`config.mk`:
```
export PLATFORM = sky130hd
export DESIGN_NAME = mips_reg_file
export DESIGN_NICKNAME = d
export VERILOG_FILES = /design/src/rtl/mips_reg_file_pkg.sv /design/src/rtl/reg32.sv /design/src/rtl/mips_reg_file.sv
export SDC_FILE = /design/constraint.sdc
export NUM_CORES = 2
export LEC_CHECK = 0
export BUFFER_PORTS_ARGS = -buffer_cell sky130_fd_sc_hd__buf_2
export CAP_MARGIN = 20
export CORE_MARGIN = 3
export CORE_UTILIZATION = 46
export DETAILED_ROUTE_END_ITERATION = 6
export GPL_ROUTABILITY_DRIVEN = 1
export PLACE_DENSITY = 0.66
export SLEW_MARGIN = 30
export SYNTH_ARGS = -nofsm -noshare
export SYNTH_HDL_FRONTEND = slang
export SYNTH_SLANG_ARGS = --single-unit
```
`constraint.sdc`:
```
create_clock -name clk -period 2.6 [get_ports clk]
set_input_delay 0.26 -clock clk [delete_from_list [all_inputs] [get_ports clk]]
set_output_delay 0.26 -clock clk [all_outputs]
set_load 0.01 [all_outputs]
```
`src/rtl/mips_reg_file_pkg.sv`:
```
// Shared constants for the MIPS register file and any control/datapath code
// that needs to name architectural registers.
package mips_reg_file_pkg;

  localparam int WIDTH    = 32;
  localparam int NREGS    = 32;
  localparam int ADDR_W   = 5;

  localparam int REG_ZERO = 0;
  localparam int REG_SP   = 29;
  localparam int REG_RA   = 31;

  localparam logic [31:0] SP_RESET = 32'h0000_3FFC;

endpackage

```
`src/rtl/reg32.sv`:
```
// WIDTH-bit storage register with load enable and asynchronous active-low
// reset to a per-instance value.
//   clk   : clock
//   rst_n : async active-low reset, loads RST_VAL
//   i_en  : load enable
//   i_d   : data in
//   o_q   : register contents
module reg32 #(
  parameter int               WIDTH   = 32,
  parameter logic [WIDTH-1:0] RST_VAL = '0
) (
  input  logic             clk,
  input  logic             rst_n,
  input  logic             i_en,
  input  logic [WIDTH-1:0] i_d,
  output logic [WIDTH-1:0] o_q
);

  logic [WIDTH-1:0] r_q;

  always_ff @(posedge clk or negedge rst_n) begin
    if (!rst_n) begin
      r_q <= RST_VAL;
    end else if (i_en) begin
      r_q <= i_d;
    end
  end

  assign o_q = r_q;

endmodule

```
`src/rtl/mips_reg_file.sv`:
```
// MIPS architectural register file: two combinational read ports, one
// clocked write port. Register 0 is hard-wired to zero; register 29 ($sp)
// resets to SP_RESET, all others to zero.
//   clk        : clock, writes on rising edge
//   rst_n      : async active-low reset
//   RegWrite   : write enable
//   write_reg  : write index
//   write_data : write value
//   read_reg1  : read port 1 index (rs) -> read_data1
//   read_reg2  : read port 2 index (rt) -> read_data2
module mips_reg_file #(
  parameter int               WIDTH    = mips_reg_file_pkg::WIDTH,
  parameter int               NREGS    = mips_reg_file_pkg::NREGS,
  parameter logic [WIDTH-1:0] SP_RESET = WIDTH'(mips_reg_file_pkg::SP_RESET)
) (
  input  logic                                 clk,
  input  logic                                 rst_n,
  input  logic                                 RegWrite,
  input  logic [mips_reg_file_pkg::ADDR_W-1:0] write_reg,
  input  logic [WIDTH-1:0]                     write_data,
  input  logic [mips_reg_file_pkg::ADDR_W-1:0] read_reg1,
  input  logic [mips_reg_file_pkg::ADDR_W-1:0] read_reg2,
  output logic [WIDTH-1:0]                     read_data1,
  output logic [WIDTH-1:0]                     read_data2
);

  import mips_reg_file_pkg::*;

  // Enables exist only for indices 1..NREGS-1, so index 0 can never be written.
  logic [NREGS-1:1] w_we;
  logic [WIDTH-1:0] w_q [NREGS];

  assign w_q[REG_ZERO] = '0;

  for (genvar gi = 1; gi < NREGS; gi++) begin : g_reg
    localparam logic [WIDTH-1:0] RV = (gi == REG_SP) ? SP_RESET : '0;

    assign w_we[gi] = RegWrite && (write_reg == ADDR_W'(gi));

    reg32 #(
      .WIDTH   (WIDTH),
      .RST_VAL (RV)
    ) u_reg (
      .clk   (clk),
      .rst_n (rst_n),
      .i_en  (w_we[gi]),
      .i_d   (write_data),
      .o_q   (w_q[gi])
    );
  end

  // Reads see stored state only; no write-data bypass, which keeps the
  // ALU -> write-back -> read path free of a combinational loop.
  assign read_data1 = w_q[read_reg1];
  assign read_data2 = w_q[read_reg2];

endmodule
```
Yosys cells after proc, flatten, opt, wreduce, memory -nomap -nowiden:

Index checks and enable logic that the tools add are counted.

* register bits: 992
* input bits: 50
* output and inout bits: 64
* logic and storage cells: 103

* $lt $le $gt $ge: 2
* equality and inequality tests: 31
* muxes and demuxes: 6
* bitwise operators: 2
* reductions and logical operators: 31

Operators with widths (number)
* $bmux W32 S5: 2
* $mux W32: 4
* $eq A5 B5 Y1 const B: 16
* $eq A5 B4 Y1 const B: 8
* $logic_and A1 B1 Y1: 31
* $eq A5 B3 Y1 const B: 4
* $ge A6 B6 Y1 const B: 2
* $not A5 Y6: 2
* $eq A5 B2 Y1 const B: 2
* $eq A5 B1 Y1 const B: 1

Logic depth before layout (Yosys ltp):

* word-level depth: 4
* mapped depth: 9
* gate-level depth less buffers: 4

Cells and area by module:

A second synthesis with hierarchy kept.

* cell total of the unflattened synthesis: 3570
* area total of the unflattened synthesis: 58063.2 µm²

Modules (own cells, without submodules)
* reg32 at g_reg[10].u_reg ...: instances 30, cells each 68, area each 1345.0 µm², seq. area each 800.8 µm²
* mips_reg_file: instances 1, cells each 1462, area each 16351.9 µm², seq. area each 0.0 µm²
* reg32 at g_reg[29].u_reg: instances 1, cells each 68, area each 1360.1 µm², seq. area each 815.8 µm²

Least setup slack after synthesis:

OpenSTA, ideal clock, no wires.

* kind: input to output
* from: input read_reg2[0] in the netlist's numbering
* to: output read_data2[10]
* data arrival time: 1.814 ns
* data required time: 2.340 ns
* path slack: 0.526 ns
* cell stages on the path: 7
* path buffers: 3
* cells stage by stage: buf_2 -> buf_6 -> buf_2 -> mux4_2 -> a22o_1 -> o21ai_1 -> o31ai_1

* cells in the longest elaborated chain, start to end: 4

RTL lines
* start: declaration: RTL line mips_reg_file.sv:22 `input logic [mips_reg_file_pkg::ADDR_W-1:0] read_reg2,`
* $not A5 Y6 (implied by the code): RTL line mips_reg_file.sv:55 `assign read_data2 = w_q[read_reg2];`
* $bmux W32 S5: RTL line mips_reg_file.sv:55
* $mux W32 (implied by the code) (2 in a row): RTL line mips_reg_file.sv:55
* end: declaration: RTL line mips_reg_file.sv:24 `output logic [WIDTH-1:0] read_data2`

Every way passes these cells. The select of a mux whose other input is x is not followed.

Final worst setup path:

* from: register g_reg[29].u_reg.r_q[20]
* to: output read_data1[20]

* cells in the longest elaborated chain, start to end: 3

RTL lines
* start: declaration: RTL line reg32.sv:19 `logic [WIDTH-1:0] r_q;`
* start signal: assignment: RTL line reg32.sv:25 `r_q <= i_d;`
* $bmux W32 S5: RTL line mips_reg_file.sv:54 `assign read_data1 = w_q[read_reg1];`
* $mux W32 (implied by the code) (2 in a row): RTL line mips_reg_file.sv:54
* end: declaration: RTL line mips_reg_file.sv:23 `output logic [WIDTH-1:0] read_data1,`

Every way passes these cells. The select of a mux whose other input is x is not followed.

==> impl_metrics.csv <==
group,metric,value,unit
grt,antenna_found_initial,3,
logic_synthesis,postSynth.asyncResetShare,1.00,
power_and_ir_drop,p_seq_frac,0.454,
grt,overflow,0,
drt,drc_errors,0,
outcome,outcome,"complete, but fails checks",
logic_synthesis,yosys_register_bits,992,
timing,drv_slew,0,
placement,dpl.hpwl,98400,um
power_and_ir_drop,p_sw_frac,0.275,
finish,regArea,24800,sq um
power_and_ir_drop,power_density,749,nW/um^2
logic_synthesis,synth_top_area_frac,0.460,
grt,grt_pass1_wl,240000,um
floorplan,die_h,346,um
finish,largest_reg_flops,992,
logic_synthesis,syn_inst,3605,
finish,final_cells,5239,
grt,grt_usage,0.268,
timing,rsz0062_at_grt,"true",
clock_network,cts_tree,"done",
critical_path,cp-start-kind,"register",
placement,dp.cells,5039,
critical_path,worstSetupEndpointType,"output pin",
clock_network,clock_sinks,992,
floorplan,die-area,120000,sq um
floorplan,die_w,346,um
job,maxCapViolations,0,
power_and_ir_drop,internal_power,0.0330,W
finish,multiInputGateArea,27300,sq um
critical_path,path_class,"reg2out",
drt,drt_pass1_iterations,5,
grt,grt_max_degree,104,
timing,setup_viol,5,
placement,post_dp_cell_area,56700,sq um
logic_synthesis,syn_nets,3655,
logic_synthesis,ys_seq_area_frac,0.466,
floorplan,ios,114,
power_and_ir_drop,clkPwrFrac,0.330,
finish,final_common_cell,"dfrtp_1",
timing,post-route-period-util,1.01,
clock_network,cts_buffer_depth,3,
floorplan,core_area,115000,sq um
drt,routed_wl,160000,um
timing,finalClockSkew,0,ns
finish,final_cell_area,60700,sq um
timing,finalHoldViolations,0,
finish,fillers,9469,
worst_hold_path,hold_class,"in2async",
power_and_ir_drop,power_leakage,26.3,nW
timing,worstMarginPinSlew,0.880,ns
timing,fmax,381,MHz
logic_synthesis,netlist_area,53300,sq um
clock_network,cts-root-buf,"clkbuf_16",
logic_synthesis,yosys.area.top_type,"dfrtp_1",
timing,tns,-0.0727,ns
clock_network,numCtsBuffers,107,
logic_synthesis,yosys.cell_types.count,31,
grt,grt_pass1_vias,35584,
power_and_ir_drop,irDropWorstVdd,511,uV
clock_network,cts.reportedPaths.clkPinSlew,0.06,ns
timing,whs,0.168,ns
drt,drt-initial-drc-count,2673,
floorplan,placementRows,124,
logic_synthesis,syn_avg_cell_area,14.8,sq um
logic_synthesis,synthTopCellsByArea,"dfrtp_1 46%, mux2_2 20%, mux4_2 16%",
drt,drt-wirelength-per-cell,30.6,um
outcome,violations,"negative setup slack",
logic_synthesis,ys.flop_type,"dfrtp_1",
finish,final_cell_mix,"980 x dfrtp_1, 967 x mux2_2, 384 x mux4_2",
floorplan,start_util,0.465,
logic_synthesis,yosys_warnings,0,
finish,nets,3687,
power_and_ir_drop,power.switching,0.0125,W
clock_network,insertion_delay,0.69,ns
critical_path,path_max_fanout,3,
drt,vias,34135,
drt,ant_nets,0,
power_and_ir_drop,combPwrFrac,0.215,
logic_synthesis,synth_enable_flop_cells,0,
drt,via_per_inst,6.52,
critical_path,crit_arrival,2.36,ns
timing,fin_crit,2.62,ns
placement,gp_congestion,0.797,
clock_network,htree_levels,3,
placement,port_buffers,113,
critical_path,required,2.34,ns
timing,fin_ws,-0.0243,ns
timing,slew_headroom,0.414,
finish,area_delta_synth_final,13.9,%
finish,post_route_cells_drive_above_1_share,0.535,
## power groups by stage
stage	clock, W	combinational (W)	sequential [W]
final	0.0150	0.00979	0.0206
after floorplan	0	0.00728	0.0201
after CTS	0.0153	0.00973	0.0206
after global routing	0.0159	0.0105	0.0211
after detailed placement	0	0.00958	0.0209
after global placement	0	0.00935	0.0206
## final timing paths
path	start	endpoint	slack, ns	cells past startpoint
max	g_reg[29].u_reg.o_q[20]	read_data1[20]	-0.02	5
min reg2reg	g_reg[28].u_reg.o_q[12]	g_reg[28].u_reg.o_q[12]	0.50	1
min in group clk	write_data[8]	g_reg[29].u_reg.o_q[8]	0.18	2
max in group asynchronous	rst_n	g_reg[8].u_reg.o_q[19]	1.55	4
min	rst_n	g_reg[11].u_reg.o_q[0]	0.17	3
max reg2reg	g_reg[16].u_reg.o_q[27]	g_reg[16].u_reg.o_q[27]	1.68	2
## repair_timing
item | CTS | global route
resized for setup | 66 | 44
hold buffers | 2 | 0
buffers inserted | 1 | 2
hold endpoints to repair | 328 | 0
setup endpoints to repair | 44 | 54
pin swaps | 37 | 24
gates cloned | 0 | 0
## kinds of logic after synthesis
kind of cell           count (synthesis)  synth area share
DFF                                  992             0.466
and+or+nand+nor                      125            0.0136
buffers and inverters                408            0.0353
muxes                               1632             0.422
AOI/OAI and AO/OA                    448            0.0631
## layer usage
layer | up-vias | GRT usage | part of all wire
met5 | - | 0 | 0
met4 | 0 | 0.0956 | 0.039
met3 | 344 | 0.0449 | 0.067
met2 | 1250 | 0.429 | 0.47
met1 | 18475 | 0.370 | 0.42
li1 | 14066 | - | -
## worst max-delay path: stages, from the launching register on
cell and delay [ns]:
dfrtp_1 0.39, mux4_2 0.47, a22o_1 0.25, o21ai_2 0.23
o31ai_1 0.14, buf_2 0.19
## synthesized netlist by cell type, types with 31 or more instances
library cell / n
o31ai_1: 64
o22ai_1: 64
clkbuf_1: 216
and2_1: 66
mux2_2: 967
buf_2: 141
a211oi_1: 64
a22o_1: 192
mux2i_1: 192
dfrtp_1: 980
o21ai_1: 64
mux2_1: 89
mux4_2: 384
buf_4: 31
## stage by stage
step / setup slack (ns) / util / total power [W]
floorplan: 0.526 / - / 0.0274
global placement: 0.0446 / 0.495 / 0.0300
detailed placement: -0.0188 / 0.495 / 0.0304
CTS: -0.0619 / 0.527 / 0.0456
global route: -0.0800 / 0.529 / 0.0474
finish: -0.0243 / 0.529 / 0.0454
## layout make-up
class / count / area share
well taps: 1512 / 0.0312
multi-input cells: 2205 / 0.450
flip-flops and latches: 992 / 0.409
repair buffers: 329 / 0.0532
diodes: 2 / 0.0000825
clock inverters: 34 / 0.00536
inverters: 2 / 0.000124
clock buffers: 163 / 0.0509
Note: power is estimated with default switching activity, not from simulation.
